==> src/rtl/tran_bram_fifo.sv <==
// Synchronous FIFO backed by a single simple-dual-port block RAM.
// Occupancy is tracked with an explicit counter. All flags derive from it.
// Read data is registered, so it is valid one cycle after an accepted read.
module tran_bram_fifo #(
  parameter int DATA_WIDTH = 8,
  parameter int DEPTH      = 256,
  parameter int AF_LEVEL   = DEPTH - 4,
  parameter int AE_LEVEL   = 4
) (
  input  logic                     clk_system,
  input  logic                     rst,
  input  logic                     write,
  input  logic [DATA_WIDTH-1:0]    data_in,
  input  logic                     read,
  input  logic                     clear,
  output logic [DATA_WIDTH-1:0]    data_out,
  output logic                     data_valid,
  output logic                     full,
  output logic                     empty,
  output logic                     almost_full,
  output logic                     almost_empty,
  output logic [$clog2(DEPTH):0]   count,
  output logic                     overflow,
  output logic                     underflow
);

  localparam int AW = $clog2(DEPTH);
  localparam int CW = AW + 1;

  logic [DATA_WIDTH-1:0] r_mem [DEPTH];
  logic [AW-1:0]         r_wr_ptr;
  logic [AW-1:0]         r_rd_ptr;
  logic [CW-1:0]         r_count;
  logic [DATA_WIDTH-1:0] r_data_out;
  logic                  r_data_valid;
  logic                  r_overflow;
  logic                  r_underflow;

  logic w_flush;
  logic w_rd_req_ok;
  logic w_rd_acc;
  logic w_wr_acc;
  logic w_full;
  logic w_empty;

  // Flags come straight from the occupancy counter.
  assign w_full       = (r_count == CW'(DEPTH));
  assign w_empty      = (r_count == '0);
  assign full         = w_full;
  assign empty        = w_empty;
  assign almost_full  = (r_count >= CW'(AF_LEVEL));
  assign almost_empty = (r_count <= CW'(AE_LEVEL));
  assign count        = r_count;
  assign data_out     = r_data_out;
  assign data_valid   = r_data_valid;
  assign overflow     = r_overflow;
  assign underflow    = r_underflow;

  // rst and clear both block any transfer in their cycle.
  // A full FIFO still takes a write when a read frees a slot on the same edge.
  assign w_flush     = rst | clear;
  assign w_rd_req_ok = read && !w_empty;
  assign w_rd_acc    = w_rd_req_ok && !w_flush;
  assign w_wr_acc    = write && (!w_full || w_rd_req_ok) && !w_flush;

  // RAM write port. The RAM has no reset, so the array stays inferable as block RAM.
  always_ff @(posedge clk_system) begin
    if (w_wr_acc) begin
      r_mem[r_wr_ptr] <= data_in;
    end
  end

  // RAM read port with registered output. The value holds unless a read is accepted.
  always_ff @(posedge clk_system) begin
    if (w_flush) begin
      r_data_out <= '0;
    end else if (w_rd_acc) begin
      r_data_out <= r_mem[r_rd_ptr];
    end
  end

  // Pointers, occupancy, the read-valid strobe and the sticky error flags.
  always_ff @(posedge clk_system) begin
    if (w_flush) begin
      r_wr_ptr     <= '0;
      r_rd_ptr     <= '0;
      r_count      <= '0;
      r_data_valid <= 1'b0;
      r_overflow   <= 1'b0;
      r_underflow  <= 1'b0;
    end else begin
      r_data_valid <= w_rd_acc;
      if (w_wr_acc) begin
        r_wr_ptr <= r_wr_ptr + AW'(1);
      end
      if (w_rd_acc) begin
        r_rd_ptr <= r_rd_ptr + AW'(1);
      end
      case ({w_wr_acc, w_rd_acc})
        2'b10:   r_count <= r_count + CW'(1);
        2'b01:   r_count <= r_count - CW'(1);
        default: r_count <= r_count;
      endcase
      if (write && !w_wr_acc) begin
        r_overflow <= 1'b1;
      end
      if (read && w_empty) begin
        r_underflow <= 1'b1;
      end
    end
  end

endmodule

==> config.mk <==
export PLATFORM = sky130hd
export DESIGN_NAME = tran_bram_fifo
export DESIGN_NICKNAME = d
export VERILOG_FILES = /design/src/rtl/tran_bram_fifo.sv
export SDC_FILE = /design/constraint.sdc
export NUM_CORES = 2
export LEC_CHECK = 0
export ABC_AREA = 0
export CELL_PAD_IN_SITES_DETAIL_PLACEMENT = 1
export CELL_PAD_IN_SITES_GLOBAL_PLACEMENT = 1
export CORE_MARGIN = 3
export CORE_UTILIZATION = 45
export DETAILED_ROUTE_END_ITERATION = 6
export GPL_TIMING_DRIVEN = 0
export PLACE_DENSITY_LB_ADDON = 0.1
export SKIP_CTS_REPAIR_TIMING = 1
export SKIP_LAST_GASP = 1
export SYNTH_ARGS = -nofsm -noshare
export SYNTH_HDL_FRONTEND = slang
export SYNTH_SLANG_ARGS = --single-unit
==> constraint.sdc <==
create_clock -name clk_system -period 3.9 [get_ports clk_system]
set_clock_uncertainty 0.05 [all_clocks]
set_input_delay 0.78 -clock clk_system [delete_from_list [all_inputs] [get_ports clk_system]]
set_output_delay 0.78 -clock clk_system [all_outputs]
set_load 0.005 [all_outputs]
Yosys cells after proc, flatten, opt, wreduce, memory -nomap -nowiden --
Memory sizes are Yosys's and may differ from the RTL's. A register that Yosys moved wholly into a read port is not among the register bits. Cells that the tools add are included.
Word-level totals: bits in registers 28, memory bits (writable) 2048, input port bits 13, word-level logic and storage cells 33, memories kept 1
Memories:
- r_mem | words 256, bits a word 8, read ports 1, clocked after memory_dff 1, write ports 1, line 30 | logic [DATA_WIDTH-1:0] r_mem [DEPTH];
Operators by class: add/sub/neg operators 4, magnitude comparators 2, equal/unequal tests 3, muxes and demuxes 3, bitwise operators 1, reduce and logical (&&, ||, !) cells 13
Operator list (count):
- $pmux 9 s2 | 1
- $add 8x1->8 const B | 2
- $add 9x1->9 const B | 1
- $eq 9x9->1 const B | 1
- $ge 9x8->1 const B | 1
- $le 9x3->1 const B | 1
- $logic_not 9->1 | 1
- $sub 9x1->9 const B | 1
- $logic_and 1x1->1 | 6
- $logic_not 1->1 | 4
- $eq 2x1->1 const B | 1
- $eq 2x2->1 const B | 1
- $mux 1 | 2
- $reduce_bool 2->1 | 1
- $logic_or 1x1->1 | 1
- $or 1x1->1 | 1

Logic depth before layout (Yosys ltp) --
depth in word-level cells 8, depth in mapped cells 18, gate-level depth less buffers 16

Worst setup path after synthesis --
No wires, ideal clock.
kind flip-flop to flip-flop, from reg r_count[4], in the netlist count[4], to reg r_count[8], in the netlist count[8], arrival time 3.940 ns, data required time 3.780 ns, setup slack -0.160 ns, stages on the path, launching flop included 19, path buffers 2, clock period less this slack 4.060 ns, cell sequence dfxtp_1 -> or4_1 -> nor4b_2 -> a21boi_2 -> nor2b_1 -> buf_2 -> buf_6 -> inv_1 -> ha_1 -> inv_1 -> fa_1 -> nor2b_1 -> o21ai_0 -> a21boi_0 -> o21ai_0 -> a21oi_1 -> xnor2_1 -> or3_1 -> a21oi_1
On the way: elaborated cells between the ends (all ways) 15
RTL lines:
- from (decl) | line 33 | logic [CW-1:0] r_count;
- from (signal assigned) | line 100 | 2'b10: r_count <= r_count + CW'(1);
- from (signal assigned) | line 101 | 2'b01: r_count <= r_count - CW'(1);
- from (signal assigned) | line 102 | default: r_count <= r_count;
- $eq 9x9->1 * | line 47 | assign w_full = (r_count == CW'(DEPTH));
- named net full | line 18 | output logic full,
- $logic_not 1->1 * | line 64 | assign w_wr_acc = write && (!w_full || w_rd_req_ok) && !w_flush;
- $logic_or 1x1->1 * | line 64
- $logic_and 1x1->1 * (2 in a row) | line 64
- $eq 2x1->1 or $eq 2x2->1 (tied branches) | line 99 | case ({w_wr_acc, w_rd_acc})
- $pmux 9 s2 or $reduce_bool 2->1 (tied branches)
The timed path passes the listed nets; every way through them passes the cells marked *. A chain may end at the register's enable or synchronous reset.

==> flow_summary.yaml <==
setup_path:
  r2r_slack_ns: -0.32
  cp_slowest_stage_delay_ns: 0.89
  path_cells: "buf_4 -> and2_1 -> buf_1 -> clkbuf_2 -> a22oi_1 -> a311oi_4 -> o221ai_4 -> a221o_1 -> nand2_1 -> o221ai_1"
  cp-end-kind: "flip-flop"
  critPathKind: "flip-flop to flip-flop"
  cp.buffers_inverters: 3
  r2r_end: "data_out[1]"
  cp_top_family: "buffers and inverters"
  cp.required_ns: 4.59
  slowest_stage: "buf_1"
  r2r_start: "r_rd_ptr[1]"
  critPathArrivalTime_ns: 4.91
  start_kind: "flip-flop"
  reg2reg_depth: 10
  path_max_fanout: 10
die:
  io_pins: 37
  die_h_um: 431.4
  rows: 155
  die-width_um: 431.4
  core-area_um2: 179200
  die-area_um2: 186100
  initial_utilization_pct: 45.44
clock_tree:
  cts_buffers: 213
  root_buffer: "clkbuf_16"
  clk_pin_slew_ns: 0.07
  cts_tree: "built"
  insertion_delay_ns: 0.88
  htreeDepth: 4
  cts_buffer_depth: 3
  clkSinkCount: 2084
worst_hold_path:
  worstHoldStart: "data_in[4]"
  hold_depth: 1
  hold_class: "input port to flip-flop"
  hold-path-endpoint: "r_mem[145][4]"
finish:
  layout-drive-gt1-share_pct: 27.13
  syn2layout_area_growth_pct: 14.65
  fin_util_pct: 52.09
  nNetsFinal: 4179
  fin_area_um2: 93350
placed_design:
  place_congestion: 0.9724
  dp_hpwl_mm: 205.0
  numPortBuffers: 36
  place_area_um2: 85340
sta:
  post-route-period-util_pct: 108.2
  whs_ns: 0.3249
  grt_setup_unrepaired: "yes"
  layout_setup_ws_ns: -0.3199
  slew_violations: 11
  period_minus_slack_ns: 4.220
  setup_viol: 79
  fmax_mhz: 237.0
  worst_slew_pin_slew_ns: 1.605
  tns_ns: -4.364
  hold_viol: 0
  slew_headroom_pct: -7.005
synth:
  yosys.area.top_type: "edfxtp_1"
  synth_flop_cell: "edfxtp_1"
  synth-seq-area-share_pct: 76.42
  avgSynthCellArea_um2: 21.09
  synth_seq_cells: 2084
  synth_commonest_cells: "2,048 x edfxtp_1, 491 x mux4_2, 313 x nor2_1"
  yosys-top-cells-area: "edfxtp_1 76%, mux4_2 14%, mux2i_1 2.1%"
  syn-num-nets: 3888
  syn_inst: 3861
  synth_warnings: 0
  synth_edf_count: 2048
  synth_top_area_share_pct: 75.53
  yosysMostFrequentCell: "edfxtp_1"
  syn_area_um2: 81420
  async_flop_share_pct: 0
  synth_cell_types: 73
route:
  initialDrtViolationCount: 7326
  viasPerCell: 6.698
  drcViolationCount: 0
  vias: 44908
  drt-total-wl_mm: 321.4
  postRouteAntennaNets: 0
  post_drt_wl_per_cell_um: 47.93
  dr.pass1.iters: 6
pwr:
  p_leak_nw: 28.17
  ir_drop_mv: 0.4126
  p_per_area_nw_per_um2: 489.8
global_routing:
  grt_pass1_wl_mm: 419.4
  antenna_found_initial: 18
  grt_max_degree: 153
  grt_use_total_pct: 34.59
  overflow: 0
  grt_pass1_vias: 43842
run_status:
  status: "complete, but fails checks"
  violations: "capacitance limit, slew limit, setup timing"
flow_run:
  maxCapViolations: 1
[where the power goes]
| part | switching (W) | internal [W] |
|---|---|---|
| Sequential | 0.00000403 | 0.0246 |
| Combinational | 0.000533 | 0.000132 |
| Clock | 0.00900 | 0.0115 |
[how the worst max path moves through the flow]
stage / slack (ns) / cells past startpoint / endpoint / start
6_report: -0.32 / 10 / data_out[1] / r_rd_ptr[1]
5_1_grt: -0.17 / 10 / data_out[1] / r_rd_ptr[1]
4_1_cts: -1.55 / 8 / data_out[1] / r_rd_ptr[2]
3_5_place_dp: -1.51 / 8 / data_out[1] / r_rd_ptr[2]
3_3_place_gp: -5.96 / 1 / r_mem[114][7] / data_in[7]
2_1_floorplan: 0.03 / 18 / count[8] / count[4]
[layer usage]
metal	GRT usage (%)	wire (um)
met1	46.52	119200
met2	51.83	145200
met3	9.445	37200
met4	18.13	19760
met5	0.7806	16
[layout make-up]
class	count	area, um2
repair buffers	77	1054
fillers	15705	85840
inverters	15	75.07
well taps	2355	2947
multi-input cells	1534	18210
clock inverters	143	1335
clock buffers	254	5514
plain buffers	227	1951
diodes	16	40.04
flip-flops and latches	2084	62220
[worst reg2reg max path, stage by stage, from the launching register on]
cell	delay [ns]
dfxtp_1	0.34
buf_4	0.19
and2_1	0.14
buf_1	0.89
clkbuf_2	0.82
a22oi_1	0.25
a311oi_4	0.38
o221ai_4	0.26
a221o_1	0.46
nand2_1	0.17
o221ai_1	0.13
[cell usage in the layout (no fill, tap or decap), drive strengths merged, types with 16 or more instances in the layout]
master	instances
nor2b	28
o22ai	33
nand3	35
bufinv	21
a21oi	80
dfxtp	36
o21ai	40
a22oi	33
mux2i	168
inv	22
clkinv	106
a211oi	21
o221ai	19
clkbuf	358
edfxtp	2048
nand2	75
nor3	19
buf	169
diode	16
a221oi	20
clkdlybuf4s50	28
mux4	496
nor2	313
[registers in the layout, indices dropped and copies added (netlist names)]
signal	flops
data_out	8
r_rd_ptr	8
r_mem	2048
underflow	1
count	9
data_valid	1
r_wr_ptr	8
overflow	1
[per-stage QoR]
stage | std cells | power, W | setup WS (ns)
after floorplan | 3861 | 0.02518 | 0.03446
after global placement | 6252 | 0.02591 | -5.961
after detailed placement | 6273 | 0.02570 | -1.509
after CTS | 6670 | 0.04577 | -1.549
after global routing | 6691 | 0.04670 | -0.1703
final | 6705 | 0.04572 | -0.3199
[cells by family (layout without fill, tap and decap cells)]
family	after synthesis	count (layout)	share of synthesized area, %
flops	2084	2084	76.42
mux	676	676	15.97
simple gates	510	510	2.752
compound gates	317	317	2.666
buf+inv	243	716	1.783
xor+xnor	17	17	0.1829
fa+ha+maj	14	14	0.2244
other cells	0	16	0
(Power assumes the default switching activity.)
